--- config.mk ---
export PLATFORM = sky130hd
export DESIGN_NAME = relu_backward
export DESIGN_NICKNAME = d
export VERILOG_FILES = /design/src/rtl/mlp_pkg.sv /design/src/rtl/relu_mask_fifo.sv /design/src/rtl/relu_backward.sv
export SDC_FILE = /design/constraint.sdc
export NUM_CORES = 1
export LEC_CHECK = 0
export BUFFER_PORTS_ARGS = -buffer_cell sky130_fd_sc_hd__buf_2
export CORE_ASPECT_RATIO = 2
export CORE_UTILIZATION = 50
export CTS_CLUSTER_SIZE = 28
export DETAILED_ROUTE_END_ITERATION = 8
export PLACE_DENSITY = 0.84
export SKIP_CTS_REPAIR_TIMING = 1
export SLEW_MARGIN = 20
export SYNTH_ARGS = -nofsm -noshare
export SYNTH_HDL_FRONTEND = slang
export SYNTH_SLANG_ARGS = --single-unit
--- constraint.sdc ---
create_clock -name clk -period 4.7 [get_ports clk]
set_clock_uncertainty 0.2 [all_clocks]
set_input_delay 0.94 -clock clk [delete_from_list [all_inputs] [get_ports clk]]
set_output_delay 0.94 -clock clk [all_outputs]
set_load 0.01 [all_outputs]
--- src/rtl/mlp_pkg.sv ---
// rtl/mlp_pkg.sv - shared widths and vector/mask types for the MLP backward datapath
// Optional feature macro used by consumers: RELU_LEAKY_GRAD_EN
package mlp_pkg;

   localparam int INPUT_WIDTH = 3;
   localparam int DATA_WIDTH  = 16;
   localparam int MASK_DEPTH  = 8;
   localparam int LEAK_SHIFT  = 3;
   localparam int PTR_W       = $clog2(MASK_DEPTH);
   localparam int CNT_W       = $clog2(MASK_DEPTH + 1);

   typedef logic signed [DATA_WIDTH-1:0] data_t;
   typedef data_t vec_t [INPUT_WIDTH];
   typedef logic [INPUT_WIDTH-1:0] relu_mask_t;

   // Strictly positive test on a signed element; zero maps to a cleared mask bit.
   function automatic logic is_positive(input data_t a);
      return !a[DATA_WIDTH-1] && (a != '0);
   endfunction

endpackage

--- src/rtl/relu_mask_fifo.sv ---
// rtl/relu_mask_fifo.sv - synchronous FIFO of forward ReLU masks with occupancy count
// Caller guarantees pop only when not empty, push only when not full or popping.
module relu_mask_fifo
   import mlp_pkg::*;
(
   input  logic             clk,
   input  logic             rst,
   input  logic             push,
   input  logic             pop,
   input  relu_mask_t       wdata,
   output relu_mask_t       rdata,
   output logic             full,
   output logic             empty,
   output logic [CNT_W-1:0] count
);

   relu_mask_t       mem_q [MASK_DEPTH];
   logic [PTR_W-1:0] wr_ptr_q, wr_ptr_d;
   logic [PTR_W-1:0] rd_ptr_q, rd_ptr_d;
   logic [CNT_W-1:0] count_q, count_d;

   always_comb begin
      wr_ptr_d = wr_ptr_q;
      rd_ptr_d = rd_ptr_q;
      count_d  = count_q;
      if (push) wr_ptr_d = wr_ptr_q + PTR_W'(1);
      if (pop)  rd_ptr_d = rd_ptr_q + PTR_W'(1);
      case ({push, pop})
         2'b10:   count_d = count_q + CNT_W'(1);
         2'b01:   count_d = count_q - CNT_W'(1);
         default: count_d = count_q;
      endcase
   end

   always_ff @(posedge clk or posedge rst) begin
      if (rst) begin
         wr_ptr_q <= '0;
         rd_ptr_q <= '0;
         count_q  <= '0;
      end else begin
         wr_ptr_q <= wr_ptr_d;
         rd_ptr_q <= rd_ptr_d;
         count_q  <= count_d;
      end
   end

   // When full, a simultaneous push lands in the slot being read this cycle;
   // the read is combinational so the old entry is consumed before the write.
   always_ff @(posedge clk) begin
      if (push) mem_q[wr_ptr_q] <= wdata;
   end

   assign rdata = mem_q[rd_ptr_q];
   assign full  = (count_q == CNT_W'(MASK_DEPTH));
   assign empty = (count_q == '0);
   assign count = count_q;

endmodule

--- src/rtl/relu_backward.sv ---
// rtl/relu_backward.sv - ReLU backward gate: stores forward sign masks, gates upstream gradients
// Define RELU_LEAKY_GRAD_EN to pass masked-off gradients scaled by 2^-LEAK_SHIFT instead of zero.
module relu_backward
   import mlp_pkg::*;
(
   input  logic             clk,
   input  logic             rst,
   input  logic             fwd_valid,
   output logic             fwd_ready,
   input  vec_t             fwd_a_in,
   input  logic             grad_valid,
   output logic             grad_ready,
   input  vec_t             grad_in,
   output logic             gout_valid,
   input  logic             gout_ready,
   output vec_t             grad_out,
   output logic [CNT_W-1:0] mask_count
);

   logic       push, pop, full, empty;
   relu_mask_t new_mask, head_mask;
   vec_t       gated;
   vec_t       grad_out_q, grad_out_d;
   logic       gout_valid_q, gout_valid_d;

   relu_mask_fifo u_fifo (
      .clk   (clk),
      .rst   (rst),
      .push  (push),
      .pop   (pop),
      .wdata (new_mask),
      .rdata (head_mask),
      .full  (full),
      .empty (empty),
      .count (mask_count)
   );

   assign grad_ready = !empty && (!gout_valid_q || gout_ready);
   assign pop        = grad_valid && grad_ready;
   // A full FIFO still accepts a mask in the same cycle one is consumed.
   assign fwd_ready  = !rst && (!full || pop);
   assign push       = fwd_valid && fwd_ready;

   always_comb begin
      new_mask = '0;
      for (int i = 0; i < INPUT_WIDTH; i++) begin
         new_mask[i] = is_positive(fwd_a_in[i]);
      end
   end

   always_comb begin
      for (int i = 0; i < INPUT_WIDTH; i++) begin
`ifdef RELU_LEAKY_GRAD_EN
         gated[i] = head_mask[i] ? grad_in[i] : (grad_in[i] >>> LEAK_SHIFT);
`else
         gated[i] = head_mask[i] ? grad_in[i] : '0;
`endif
      end
   end

   always_comb begin
      grad_out_d   = grad_out_q;
      gout_valid_d = gout_valid_q;
      if (pop) begin
         grad_out_d   = gated;
         gout_valid_d = 1'b1;
      end else if (gout_ready) begin
         gout_valid_d = 1'b0;
      end
   end

   always_ff @(posedge clk or posedge rst) begin
      if (rst) begin
         gout_valid_q <= 1'b0;
         for (int i = 0; i < INPUT_WIDTH; i++) grad_out_q[i] <= '0;
      end else begin
         gout_valid_q <= gout_valid_d;
         grad_out_q   <= grad_out_d;
      end
   end

   assign gout_valid = gout_valid_q;
   assign grad_out   = grad_out_q;

endmodule

; ---- Word-level counts from Yosys, hierarchy flattened
; Memories as Yosys holds them, arrays and structs flattened.
; Cells that the tools add are included.
[op_classes]
addsub = 4
n_mul = 0
div = 0
magnitude_cmp = 0
eq_ne = 3
shifts = 0
muxes = 8
bitwise = 0
reduce_logical = 22
[op_table]
columns = op, count
row1 = 16-bit two-way mux, 3
row2 = 16-bit nonzero test, 3
row3 = 4-bit one-hot mux with 2 select lines, 1
row4 = 1-bit logical AND, 7
row5 = 1-bit logical NOT, 7
row6 = 3-bit by 1-bit adder with 3-bit output (second input constant), 2
row7 = 4-bit by 1-bit adder with 4-bit output (second input constant), 1
row8 = 4-bit == test (second input constant), 1
row9 = 4-bit logical NOT, 1
row10 = 1-bit two-way mux, 4
row11 = 2-bit nonzero test, 2
row12 = 4-bit by 1-bit subtractor with 4-bit output (second input constant), 1
row13 = 2-bit by 1-bit == test with 1-bit output (second input constant), 1
row14 = 2-bit == test (second input constant), 1
row15 = 1-bit logical OR, 2
[totals]
regBits = 59
latchBits = 0
ramBits = 24
mem_bits_ro = 0
inputBits = 101
word_cells = 45
n_memories = 1
[mem_list]
columns = memory, words, word_bits, read_ports, rd_clocked_by_memory_dff, write_ports, line_no
row1 = u_fifo.mem_q, 8, 3, 1, 0, 1, relu_mask_fifo.sv:17  ; relu_mask_t mem_q [MASK_DEPTH];

; ---- Logic depth before layout (Yosys ltp)
; Gate-level depths: netlist of the first run.
[logic_depth]
depth_word = 9
depth_mapped = 10

; ---- By module
; From an unflattened synthesis of the first run, not the netlist that was laid out.
[unflattened]
hier_cells = 325
area_unflattened_um2 = 3844.9
[by_module_without_submodules]
columns = module, n_inst, cells_per_inst, area_per_inst_um2, seq_area_each_um2
row1 = relu_backward, 1, 229, 2298.5, 1226.2
row2 = relu_mask_fifo, 1, 96, 1546.5, 970.9

; ---- Worst setup path after synthesis of the first run
; Ideal clock, no wire load.
[synth_path]
path_kind = input port to output port
from = input port rst
to = output port fwd_ready
arrival_time_ns = 2.499
required_ns = 3.560
setup_slack_ns = 1.061
cell_stages = 2
path_buffers = 0
cell_sequence = inv_1 -> and2_1
[synth_between]
elab_chain_cells = 2
[synth_lines]
columns = element, line_no
row1 = from (decl), relu_backward.sv:7  ; input logic rst,
row2 = 1-bit logical NOT (no source line), n/a
row3 = 1-bit logical AND, relu_backward.sv:41  ; assign fwd_ready = !rst && (!full || pop);
row4 = to (decl), relu_backward.sv:9  ; output logic fwd_ready,
; Every way passes these cells.

; ---- Worst setup path in the final report of the first run
[layout_path]
from = input port gout_ready
to = register u_fifo.count_q[3], in the netlist u_fifo.count[3]
[layout_between]
elab_chain_cells = 8
elab_cells_between_ends = 10
[layout_lines]
columns = element, line_no
row1 = from (decl), relu_backward.sv:15  ; input logic gout_ready,
row2 = 1-bit logical OR (*), relu_backward.sv:38  ; assign grad_ready = !empty && (!gout_valid_q || gout_ready);
row3 = 1-bit logical AND (*), relu_backward.sv:38
row4 = 1-bit logical AND (*), relu_backward.sv:39  ; assign pop = grad_valid && grad_ready;
row5 = 1-bit logical OR, relu_backward.sv:41
row6 = 1-bit logical AND, relu_backward.sv:41
row7 = 1-bit logical AND, relu_backward.sv:42  ; assign push = fwd_valid && fwd_ready;
row8 = 2-bit by 1-bit == test with 1-bit output or 2-bit == test (tied branches), relu_mask_fifo.sv:28  ; case ({push, pop})
row9 = 4-bit one-hot mux with 2 select lines or 2-bit nonzero test (tied branches), n/a
row10 = to (signal assigned), relu_mask_fifo.sv:43  ; count_q <= count_d;
row11 = to (decl), relu_mask_fifo.sv:20  ; logic [CNT_W-1:0] count_q, count_d;
; Mark *: on every way between the ends. The rest lies on a longest branch, timed or not.
; A chain may end at the register's enable or synchronous reset.

==> results by group, run 1 <==
Floorplan
  – # IOs: 156
  – Std-Cell Rows: 42
  – Die height: between 100 and 150 µm
  – Initial Util: 51.7%
  – Core Footprint: 6620 µm²
  – Die W: 60.5 µm
  – Die ar.: 7210 µm²

STA
  – Measured slew at the worst slew-check pin: 0.713 ns
  – Min cycle time layout: ~3 ns
  – Slew margin rel.: 52.5%
  – Final Setup Violations: 0
  – Max Slew Vio Count: 0
  – Tcrit/Tclk final: 63.6%
  – RSZ-0062 raised after global routing: false
  – Max Clk Rate: between 0.3 and 0.4 GHz
  – Worst hold slack: 0.299 ns
  – Fin. Hold Viols: 0
  – Fin Setup TNS: 0 ns

Worst setup path
  – Required @ worst endpoint: around 4.7 ns
  – Crit start category: input pin
  – Critical path fanouts, max: 5
  – Critical path capture point type: register
  – CP arrival: around 3.0 ns
  – Kind of critical path: input pin to register

Logic synthesis
  – Syn. warnings: 0
  – Syn Inst Count: 237
  – Syn_area_per_cell: about 14 µm²
  – Async set or reset register ratio after synthesis: 71.1%
  – Netlist cell types: 34
  – Top cells by area, synth: dfrtp_1 43%, edfxtp_1 21%, a22o_1 12%
  – Cell taking the most area after synthesis: dfrtp_1
  – Seq cells post-synth: 83
  – Sequential area share after synthesis: 64.1%
  – Post-Syn Nets: 344
  – Ys flop type: dfrtp_1
  – Post-synth top area share: 43.1%
  – Synth Cell Area: 3430 µm²
  – EDFF count, synth: 24

Power
  – Sequential share of power: 42.3%
  – VDD IR max: 327 µV
  – Switch share: 32.2%
  – Pint: 0.00181 W
  – Net load switching power: 0.000858 W
  – Leak: 2.24 nW
  – Clock power frac: 25.5%
  – Logic gate share of total power: 32.2%
  – Power per standard cell area: 590 nW/µm²

GRT
  – First-pass GRT wire length: 11500 µm
  – Vias in the first global route: 2586
  – Met3 usage: under 10%
  – Met1 Track Usage GR: 22.3%
  – GR Util met2: 38.7%
  – GR Overflow Total: 0
  – Largest net degree at the start of global routing: 60
  – GRT Resource Usage Total: 21.6%
  – Initial antenna violation count: 0
  – Top Usage Layer GRT: met2

Routing
  – Drt wl/cell: approximately 15 µm
  – Vias/cell: about 5.3
  – DR vias: about 2600
  – DRC viols: 0
  – Drt pass-1 iters: 4
  – Post-route ant nets: 0
  – Iteration-0 DRC Markers: 128
  – Final WL: 7370 µm

Layout
  – Fill cell count: 501
  – Final std cells w/o fill: 486
  – Antenna Cells: 0
  – Area growth from synthesis to layout: 32.1%
  – NumNets Final: 500
  – Layout cell share with drive strength beyond 1: a little under half

Clock tree
  – Worst-Skew Late Latency: ~0.33 ns
  – CTS tree: yes
  – # clock sinks: 83
  – Inserted Clock Buffers: 9
  – Max Root-Sink Buffers: 2
  – Clock transition at path regs: 0.06 ns
  – H-tree levels: 3
  – Root buffer cell: clkbuf_16

Placement
  – Placed cells: between 400 and 500
  – I/O Buffers: roughly 160
  – Post-DP HPWL: 5590 µm
  – RD Place Congestion: roughly 0.76

Min path
  – Worst hold-check path type: register to register

Status
  – Status: finished clean

Run
  – Max_cap viols: 0
stage by stage:
step / total power [W] / worst slack [ns] / cell area (µm²) / utilization, %
3_5_place_dp: 0.00201 / 1.39 / 4230 / 63.9
6_report: 0.00267 / 1.71 / 4520 / 68.3
5_1_grt: 0.00283 / 1.52 / 4520 / 68.3
3_3_place_gp: 0.00197 / 1.51 / 4230 / 63.9
4_1_cts: 0.00270 / 1.73 / 4520 / 68.3
2_1_floorplan: 0.00173 / 1.06 / 3430 / -
power by group through the flow:
stage	Clock, W	Combinational (W)	Sequential (W)
global placement	0	0.000839	0.00113
floorplan	0	0.000555	0.00117
detailed placement	0	0.000868	0.00114
CTS	0.000691	0.000874	0.00113
finish	0.000680	0.000858	0.00113
global route	0.000719	0.000952	0.00116
cells by family after synthesis:
family / after synthesis / share of synthesized area (%)
multiplexers: 17 / 6.10
adder cells (fa/ha/maj): 6 / 2.41
buffers and inverters: 18 / 3.54
XOR/XNOR: 6 / 1.53
flip-flops: 83 / 64.1
AND/OR/NAND/NOR: 51 / 8.25
AO/OA/AOI/OAI: 56 / 14.0
worst paths after layout:
check / slack, ns / startpoint / cells past startpoint / endpoint
min: 0.30 / grad_out[38] / 1 / grad_out[38]
max reg2reg: 1.92 / gout_valid / 9 / u_fifo.count[3]
max: 1.71 / gout_ready / 10 / u_fifo.count[3]
min in group asynchronous: 0.63 / rst / 3 / u_fifo.count[3]
max in group asynchronous: 3.19 / rst / 3 / grad_out[2]
min reg2reg: 0.30 / grad_out[38] / 1 / grad_out[38]
state kept, by name, indices dropped and copies added, names as in the netlist:
signal           cells
u_fifo.count         4
u_fifo.wr_ptr_q      3
grad_out            48
u_fifo.mem_q        24
gout_valid           1
u_fifo.rd_ptr_q      3
routing by layer:
| metal | part of all wire [%] | vias to the layer above |
|---|---|---|
| met5 | 0 | - |
| met3 | 5.1 | 17 |
| met1 | 34 | 1235 |
| met4 | 3.0 | 0 |
| met2 | 57 | 100 |
| li1 | - | 1221 |
critical path: stages:
cell and delay [ns]:
buf_2 0.07, nor2b_1 0.06, o211ai_1 0.36, nand2_1 0.20, ha_1 0.31, ha_1 0.29, a21o_1 0.20, a2111oi_0 0.35
nand4b_1 0.16, nand3_1 0.06
synthesized netlist by cell type, types with 3 or more instances:
| cell | instances |
|---|---|
| xnor2_1 | 5 |
| a41oi_1 | 3 |
| buf_2 | 6 |
| nor2_4 | 3 |
| nor2_1 | 8 |
| inv_1 | 6 |
| dfrtp_1 | 59 |
| nor3_1 | 7 |
| mux2i_1 | 13 |
| mux4_2 | 3 |
| buf_6 | 4 |
| nand2b_1 | 3 |
| nand2_1 | 9 |
| edfxtp_1 | 24 |
| ha_1 | 5 |
| nand3_1 | 4 |
| nor4_1 | 10 |
| a22o_1 | 48 |
cells in the final DEF (no fill, tap or decap), drive strengths merged, types with 5 or more instances in the layout:
master / netlist / routed
inv: 6 / 6
nor2: 11 / 11
buf: 11 / 157
nor4: 10 / 10
mux2i: 13 / 13
edfxtp: 24 / 24
xnor2: 5 / 5
ha: 5 / 5
nand2: 9 / 9
a22o: 48 / 48
dfrtp: 59 / 59
clkbuf: 1 / 11
nor3: 7 / 7
layout make-up:
type | instances | area, µm² | area share, %
clock buffer | 11 | 243 | 5.37
clock inverter | 5 | 52.6 | 1.16
inverter | 6 | 22.5 | 0.498
multi-input combinational | 136 | 1110 | 24.5
sequential | 83 | 2200 | 48.6
tap | 88 | 110 | 2.43
timing repair buffer | 157 | 791 | 17.5
(Power assumes the default switching activity.)
==> inputs of run 2 (changes only) <==
--- a/config.mk
+++ b/config.mk
@@ -7,10 +7,10 @@
 export LEC_CHECK = 0
 export BUFFER_PORTS_ARGS = -buffer_cell sky130_fd_sc_hd__buf_2
 export CORE_ASPECT_RATIO = 2
-export CORE_UTILIZATION = 50
+export CORE_UTILIZATION = 42
 export CTS_CLUSTER_SIZE = 28
 export DETAILED_ROUTE_END_ITERATION = 8
-export PLACE_DENSITY = 0.84
+export PLACE_DENSITY = 0.76
 export SKIP_CTS_REPAIR_TIMING = 1
 export SLEW_MARGIN = 20
 export SYNTH_ARGS = -nofsm -noshare
==> constraint.sdc (replaced) <==
create_clock -name clk -period 2.65 [get_ports clk]
set_clock_uncertainty 0.2 [all_clocks]
set_input_delay 0.53 -clock clk [delete_from_list [all_inputs] [get_ports clk]]
set_output_delay 0.53 -clock clk [all_outputs]
set_load 0.01 [all_outputs]
==> results by group, run 2 (same netlist as run 1, synthesis figures left out) <==
GRT
  – GRT Resource Usage Total: 19.1% (was 21.6%)
  – Largest net degree at the start of global routing: 60 (unchanged)
  – First-pass GRT wire length: 12100 µm (was 11500 µm)
  – GR Overflow Total: 0 (unchanged)
  – Vias in the first global route: 2583 (was 2586)
  – Initial antenna violation count: 0 (unchanged)

Clock tree
  – Clock transition at path regs: 0.06 ns (about the same)
  – # clock sinks: 83 (unchanged)
  – Max Root-Sink Buffers: 2 (unchanged)
  – Root buffer cell: clkbuf_16 (unchanged)
  – Worst-Skew Late Latency: 0.33 ns (about the same)
  – CTS tree: yes (unchanged)
  – H-tree levels: 3 (unchanged)
  – Inserted Clock Buffers: 9 (unchanged)

STA
  – Measured slew at the worst slew-check pin: 0.735 ns (was 0.713 ns)
  – Slew margin rel.: 51.0% (was 52.5%)
  – Fin Setup TNS: 0 ns (unchanged)
  – Tcrit/Tclk final: ~95%
  – RSZ-0062 raised after global routing: false (unchanged)
  – Max Slew Vio Count: 0 (unchanged)
  – Max Clk Rate: 0.399 GHz
  – Final Setup Violations: 0 (unchanged)
  – Fin. Hold Viols: 0 (unchanged)
  – Min cycle time layout: 2.51 ns
  – Final worst slack: 0.144 ns (was 1.71 ns)

Worst setup path
  – CP Cell Sequence: nor2b_1 -> or3_2 -> inv_2 -> ha_2 -> ha_1 -> a21o_1 -> a2111oi_2 -> nand4b_1 -> nand3_1 (was buf_2 -> nor2b_1 -> o211ai_1 -> nand2_1 -> ha_1 -> ha_1 -> a21o_1 -> a2111oi_0 -> nand4b_1 -> nand3_1)
  – Max incr delay on CP: 0.44 ns (was 0.36 ns)
  – Worst path bufs/invs: 1 (unchanged)
  – Critical R2R Launch: gout_valid (unchanged)
  – WP depth: 9 (was 10)
  – Worst R2R Path Depth: 9 (unchanged)
  – R2r setup slk: 0.14 ns (was 1.92 ns)
  – CP max-delay cell: or3_2 (was o211ai_1)
  – Required @ worst endpoint: 2.66 ns (was 4.72 ns)
  – CP arrival: 2.52 ns (was 3.01 ns)
  – Critical path capture point type: register (unchanged)
  – Crit start category: register (was input pin)
  – Top delay family on crit path: simple AND/OR/NAND/NOR gates (was compound AO/OA/AOI/OAI gates)
  – Kind of critical path: register to register (was input pin to register)
  – Critical path fanouts, max: 4 (was 5)
  – Reg2reg end: u_fifo.count[3] (unchanged)

Power
  – VDD IR max: 600 µV (was 327 µV)
  – Sequential share of power: 39.1% (was 42.3%)
  – Pint: 0.00340 W (was 0.00181 W)
  – Logic gate share of total power: 34.9% (was 32.2%)
  – Power per standard cell area: 1060 nW/µm² (was 590 nW/µm²)
  – Power after layout: 0.00498 W (was 0.00267 W)
  – Clock power frac: 26.0% (was 25.5%)
  – Switch share: 31.9% (was 32.2%)
  – Net load switching power: 0.00159 W (was 0.000858 W)
  – Leak: 2.31 nW (was 2.24 nW)

Layout
  – Area growth from synthesis to layout: 37.0% (was 32.1%)
  – Largest register FFs: 48 (unchanged)
  – Antenna Cells: 0 (unchanged)
  – Fill cell count: 636 (was 501)
  – NumNets Final: 512 (was 500)
  – Most frequent cells in the layout: 155 x buf_2, 57 x dfrtp_1, 48 x a22o_1, 24 x edfxtp_1, 14 x buf_4 (was 155 x buf_2, 59 x dfrtp_1, 48 x a22o_1, 24 x edfxtp_1, 13 x mux2i_1)
  – Layout cell share with drive strength beyond 1: 48.9% (was 45.5%)
  – Commonest non-fill, non-tap cell in the layout: buf_2 (unchanged)

Routing
  – Drt pass-1 iters: 4 (unchanged)
  – Iteration-0 DRC Markers: 126 (was 128)
  – DRC viols: 0 (unchanged)
  – Final WL: 8030 µm (was 7370 µm)
  – Vias/cell: 5.22 (was 5.29)
  – DR vias: 2638 (was 2573)
  – Post-route ant nets: 0 (unchanged)
  – Drt wl/cell: 15.9 µm (was 15.2 µm)

Placement
  – RD Place Congestion: 0.959 (was 0.759)
  – I/O Buffers: 155 (unchanged)
  – Post-place setup slack: -0.117 ns (was 1.39 ns)
  – Post-DP HPWL: 5990 µm (was 5590 µm)

Min path
  – Hold Path Origin: grad_in[8] (was grad_out[38])
  – Hold path endpoint: grad_out[8] (was grad_out[38])
  – WHS Path Cells: 2 (was 1)
  – Worst hold-check path type: input pin to register (was register to register)

Run
  – Max_cap viols: 0 (unchanged)

Floorplan
  – Die W: 65.9 µm (was 60.5 µm)
  – Std-Cell Rows: 46 (was 42)
  – Die ar.: 8540 µm² (was 7210 µm²)
  – # IOs: 156 (unchanged)
  – Initial Util: 43.1% (was 51.7%)
  – Die height: 130 µm (was 119 µm)
  – Core Footprint: 7940 µm² (was 6620 µm²)

Status
  – Status: finished clean (unchanged)
run 2: changes by cell type in the layout (fill, tap and decap cells not counted), sizes merged:
cell    change
clkbuf      +1
buf        +12
inv         -1
clkinv      -1
run 2: final cells by class:
| class | count | area (µm²) | area share, % |
|---|---|---|---|
| flip-flops and latches | 83 | 2200 | 46.9 |
| multi-input cells | 136 | 1140 | 24.4 |
| repair buffers | 169 | 881 | 18.8 |
| clock buffers | 12 | 278 | 5.92 |
| well taps | 96 | 120 | 2.56 |
| clock inverters | 3 | 43.8 | 0.933 |
| inverters | 6 | 26.3 | 0.560 |
run 2: worst max-delay path by stage:
stage                     from              end  slack (ns)
6_report            gout_valid  u_fifo.count[3]        0.14
3_5_place_dp        grad_valid  u_fifo.count[3]       -0.12
5_1_grt        u_fifo.count[2]  u_fifo.count[3]        0.02
3_3_place_gp        grad_valid  u_fifo.count[3]      -0.001
4_1_cts        u_fifo.count[2]  u_fifo.count[3]        0.07
2_1_floorplan       grad_valid  u_fifo.count[3]       0.006
run 2: power by group through the flow:
stage / Clock [W] / Combinational [W] / Sequential (W)
after global routing: 0.00138 / 0.00191 / 0.00199
final: 0.00130 / 0.00174 / 0.00195
after floorplan: 0 / 0.000990 / 0.00209
after global placement: 0 / 0.00162 / 0.00195
after detailed placement: 0 / 0.00166 / 0.00197
after CTS: 0.00132 / 0.00168 / 0.00195
run 2: worst register-to-register path, cell delays in order, from the launching register on:
cell,delay [ns]
dfrtp_1,0.37
nor2b_1,0.16
or3_2,0.44
inv_2,0.07
ha_2,0.17
ha_1,0.22
a21o_1,0.21
a2111oi_2,0.29
nand4b_1,0.16
nand3_1,0.08
run 2: metrics by stage:
stage                     cells  util [%]  hold slack (ns)  cell area (µm²)
after floorplan             237         -            0.285             3440
after global placement      487      54.4            0.282             4320
after detailed placement    487      54.4            0.285             4320
after CTS                   502      58.4            0.204             4640
after global routing        505      59.1            0.205             4690
final                       505      59.1            0.215             4690
run 2: metal layers:
metal / GRT usage (%) / share of wire [%] / vias to the layer above
met5: 0 / 0 / -
met4: 9.46 / 2.3 / 0
met3: 6.03 / 6.9 / 18
met2: 32.8 / 54 / 113
met1: 20.6 / 37 / 1259
li1: - / - / 1248
==> inputs of run 3 (changes only) <==
--- a/config.mk
+++ b/config.mk
@@ -10,7 +10,7 @@
 export CORE_UTILIZATION = 42
 export CTS_CLUSTER_SIZE = 28
 export DETAILED_ROUTE_END_ITERATION = 8
-export PLACE_DENSITY = 0.76
+export PLACE_DENSITY = 0.85
 export SKIP_CTS_REPAIR_TIMING = 1
 export SLEW_MARGIN = 20
 export SYNTH_ARGS = -nofsm -noshare
==> constraint.sdc (replaced) <==
create_clock -name clk -period 2.65 [get_ports clk]
set_clock_uncertainty 0.2 [all_clocks]
set_input_delay 0.53 -clock clk [delete_from_list [all_inputs] [get_ports clk]]
set_output_delay 0.53 -clock clk [all_outputs]
set_load 0.1 [all_outputs]
==> results by group, run 3 (same netlist as run 1, synthesis figures left out) <==
Status
  – Status: finished clean (unchanged)

Floorplan
  – Die ar.: 8540 µm² (unchanged)
  – # IOs: 156 (unchanged)
  – Die W: 65.9 µm (unchanged)
  – Std-Cell Rows: 46 (unchanged)
  – Core Footprint: 7940 µm² (unchanged)
  – Initial Util: 43.1% (unchanged)
  – Die height: 130 µm (unchanged)

GRT
  – GR Overflow Total: 0 (unchanged)
  – Largest net degree at the start of global routing: 60 (unchanged)
  – Vias in the first global route: 2705 (was 2583)
  – Initial antenna violation count: 0 (unchanged)
  – First-pass GRT wire length: 12000 µm (was 12100 µm)
  – GRT Resource Usage Total: 18.8% (was 19.1%)

Worst setup path
  – Required @ worst endpoint: 2.66 ns (about the same)
  – Critical path capture point type: register (unchanged)
  – Reg2reg end: u_fifo.count[3] (unchanged)
  – R2r setup slk: 0.09 ns (was 0.14 ns)
  – CP arrival: 2.57 ns (was 2.52 ns)
  – Crit start category: register (unchanged)
  – Critical path fanouts, max: 5 (was 4)
  – Kind of critical path: register to register (unchanged)
  – Worst R2R Path Depth: 9 (unchanged)
  – Critical R2R Launch: gout_valid (unchanged)

Routing
  – DR vias: 2603 (was 2638)
  – DRC viols: 0 (unchanged)
  – Final WL: 7700 µm (was 8030 µm)
  – Vias/cell: 5.24 (was 5.22)
  – Drt pass-1 iters: 4 (unchanged)
  – Drt wl/cell: 15.5 µm (was 15.9 µm)
  – Iteration-0 DRC Markers: 119 (was 126)
  – Post-route ant nets: 0 (unchanged)

Placement
  – DP Area: 4350 µm² (was 4320 µm²)
  – Placed cells: 481 (was 487)
  – I/O Buffers: 155 (unchanged)
  – RD Place Congestion: 0.768 (was 0.959)
  – Post-DP HPWL: 5870 µm (was 5990 µm)

Run
  – Max_cap viols: 0 (unchanged)

Layout
  – Area growth from synthesis to layout: 35.5% (was 37.0%)
  – Largest register FFs: 48 (unchanged)
  – Post-route cell area: 4640 µm² (was 4690 µm²)
  – Commonest non-fill, non-tap cell in the layout: buf_2 (unchanged)
  – Fill cell count: 648 (was 636)
  – Final std cells w/o fill: 497 (was 505)
  – Layout cell share with drive strength beyond 1: 49.6% (was 48.9%)
  – NumNets Final: 503 (was 512)
  – Most frequent cells in the layout: 154 x buf_2, 54 x dfrtp_1, 48 x a22o_1, 24 x edfxtp_1, 13 x mux2i_1 (was 155 x buf_2, 57 x dfrtp_1, 48 x a22o_1, 24 x edfxtp_1, 14 x buf_4)
  – Antenna Cells: 0 (unchanged)

Min path
  – Hold path endpoint: grad_out[42] (was grad_out[8])
  – Worst hold-check path type: input pin to register (unchanged)
  – WHS Path Cells: 2 (unchanged)
  – Hold Path Origin: grad_in[42] (was grad_in[8])

STA
  – Fin. Hold Viols: 0 (unchanged)
  – Final Setup Violations: 0 (unchanged)
  – Slew margin rel.: 51.0% (about the same)
  – Max Slew Vio Count: 0 (unchanged)
  – Max Clk Rate: 0.391 GHz (was 0.399 GHz)
  – Tcrit/Tclk final: 96.5% (was 94.6%)
  – Measured slew at the worst slew-check pin: 0.725 ns (was 0.735 ns)
  – Min cycle time layout: 2.56 ns (was 2.51 ns)

Clock tree
  – # clock sinks: 83 (unchanged)
  – CTS tree: yes (unchanged)
  – H-tree levels: 3 (unchanged)
  – Root buffer cell: clkbuf_16 (unchanged)
  – Max Root-Sink Buffers: 2 (unchanged)
  – Worst-Skew Late Latency: 0.33 ns (about the same)
  – Clock transition at path regs: 0.06 ns (about the same)
  – Inserted Clock Buffers: 9 (unchanged)
run 3: changes by cell type in the layout (fill, tap and decap cells not counted), sizes merged:
cell      before  now
bufinv         1    0
clkinv         2    3
clkbuf        12   10
buf          169  160
inv            5    6
clkinvlp       1    3
run 3: how the worst max path moves through the flow:
stage,from,to,slack (ns),cells after the start
finish,gout_valid,u_fifo.count[3],0.09,9
global route,gout_valid,u_fifo.count[3],-0.03,9
CTS,gout_valid,u_fifo.count[3],0.04,9
detailed placement,grad_valid,u_fifo.count[3],-0.03,10
global placement,grad_valid,u_fifo.count[3],0.08,10
floorplan,rst,fwd_ready,-0.07,2
run 3: per-stage QoR:
stage          setup slack (ns)  hold slack [ns]  util (%)  TNS, ns
6_report                 0.0927            0.212      58.4        0
5_1_grt                 -0.0263            0.208      58.4  -0.0263
4_1_cts                  0.0438            0.200      58.3        0
3_5_place_dp            -0.0341            0.286      54.8  -0.0341
3_3_place_gp             0.0824            0.283      54.8        0
2_1_floorplan           -0.0733            0.285         -  -0.0851
run 3: final cells by class:
cell class | count | area [µm²] | area share (%)
clock buffer | 10 | 239 | 5.15
clock inverter | 6 | 40.0 | 0.863
inverter | 6 | 28.8 | 0.620
multi-input combinational | 136 | 1170 | 25.2
sequential | 83 | 2220 | 47.7
tap | 96 | 120 | 2.59
timing repair buffer | 160 | 828 | 17.8
run 3: routing by layer:
metal	wire length, µm	GRT usage (%)	share of wire (%)
met1	2630	17.9	34
met2	4610	36.4	60
met3	333	4.02	4.3
met4	128	8.95	1.7
met5	0	0	0
run 3: critical path, cell delays in order (launching register included):
cell and delay [ns]:
dfrtp_4 0.47, nor2b_4 0.14, or3_2 0.46, inv_4 0.09
ha_4 0.16, ha_4 0.20, a21o_1 0.19, a2111oi_2 0.31
nand4b_1 0.16, nand3_1 0.08
Power of run 3 is not shown: default switching activity piles up to over one toggle a cycle in this logic, so the estimate is an artifact.
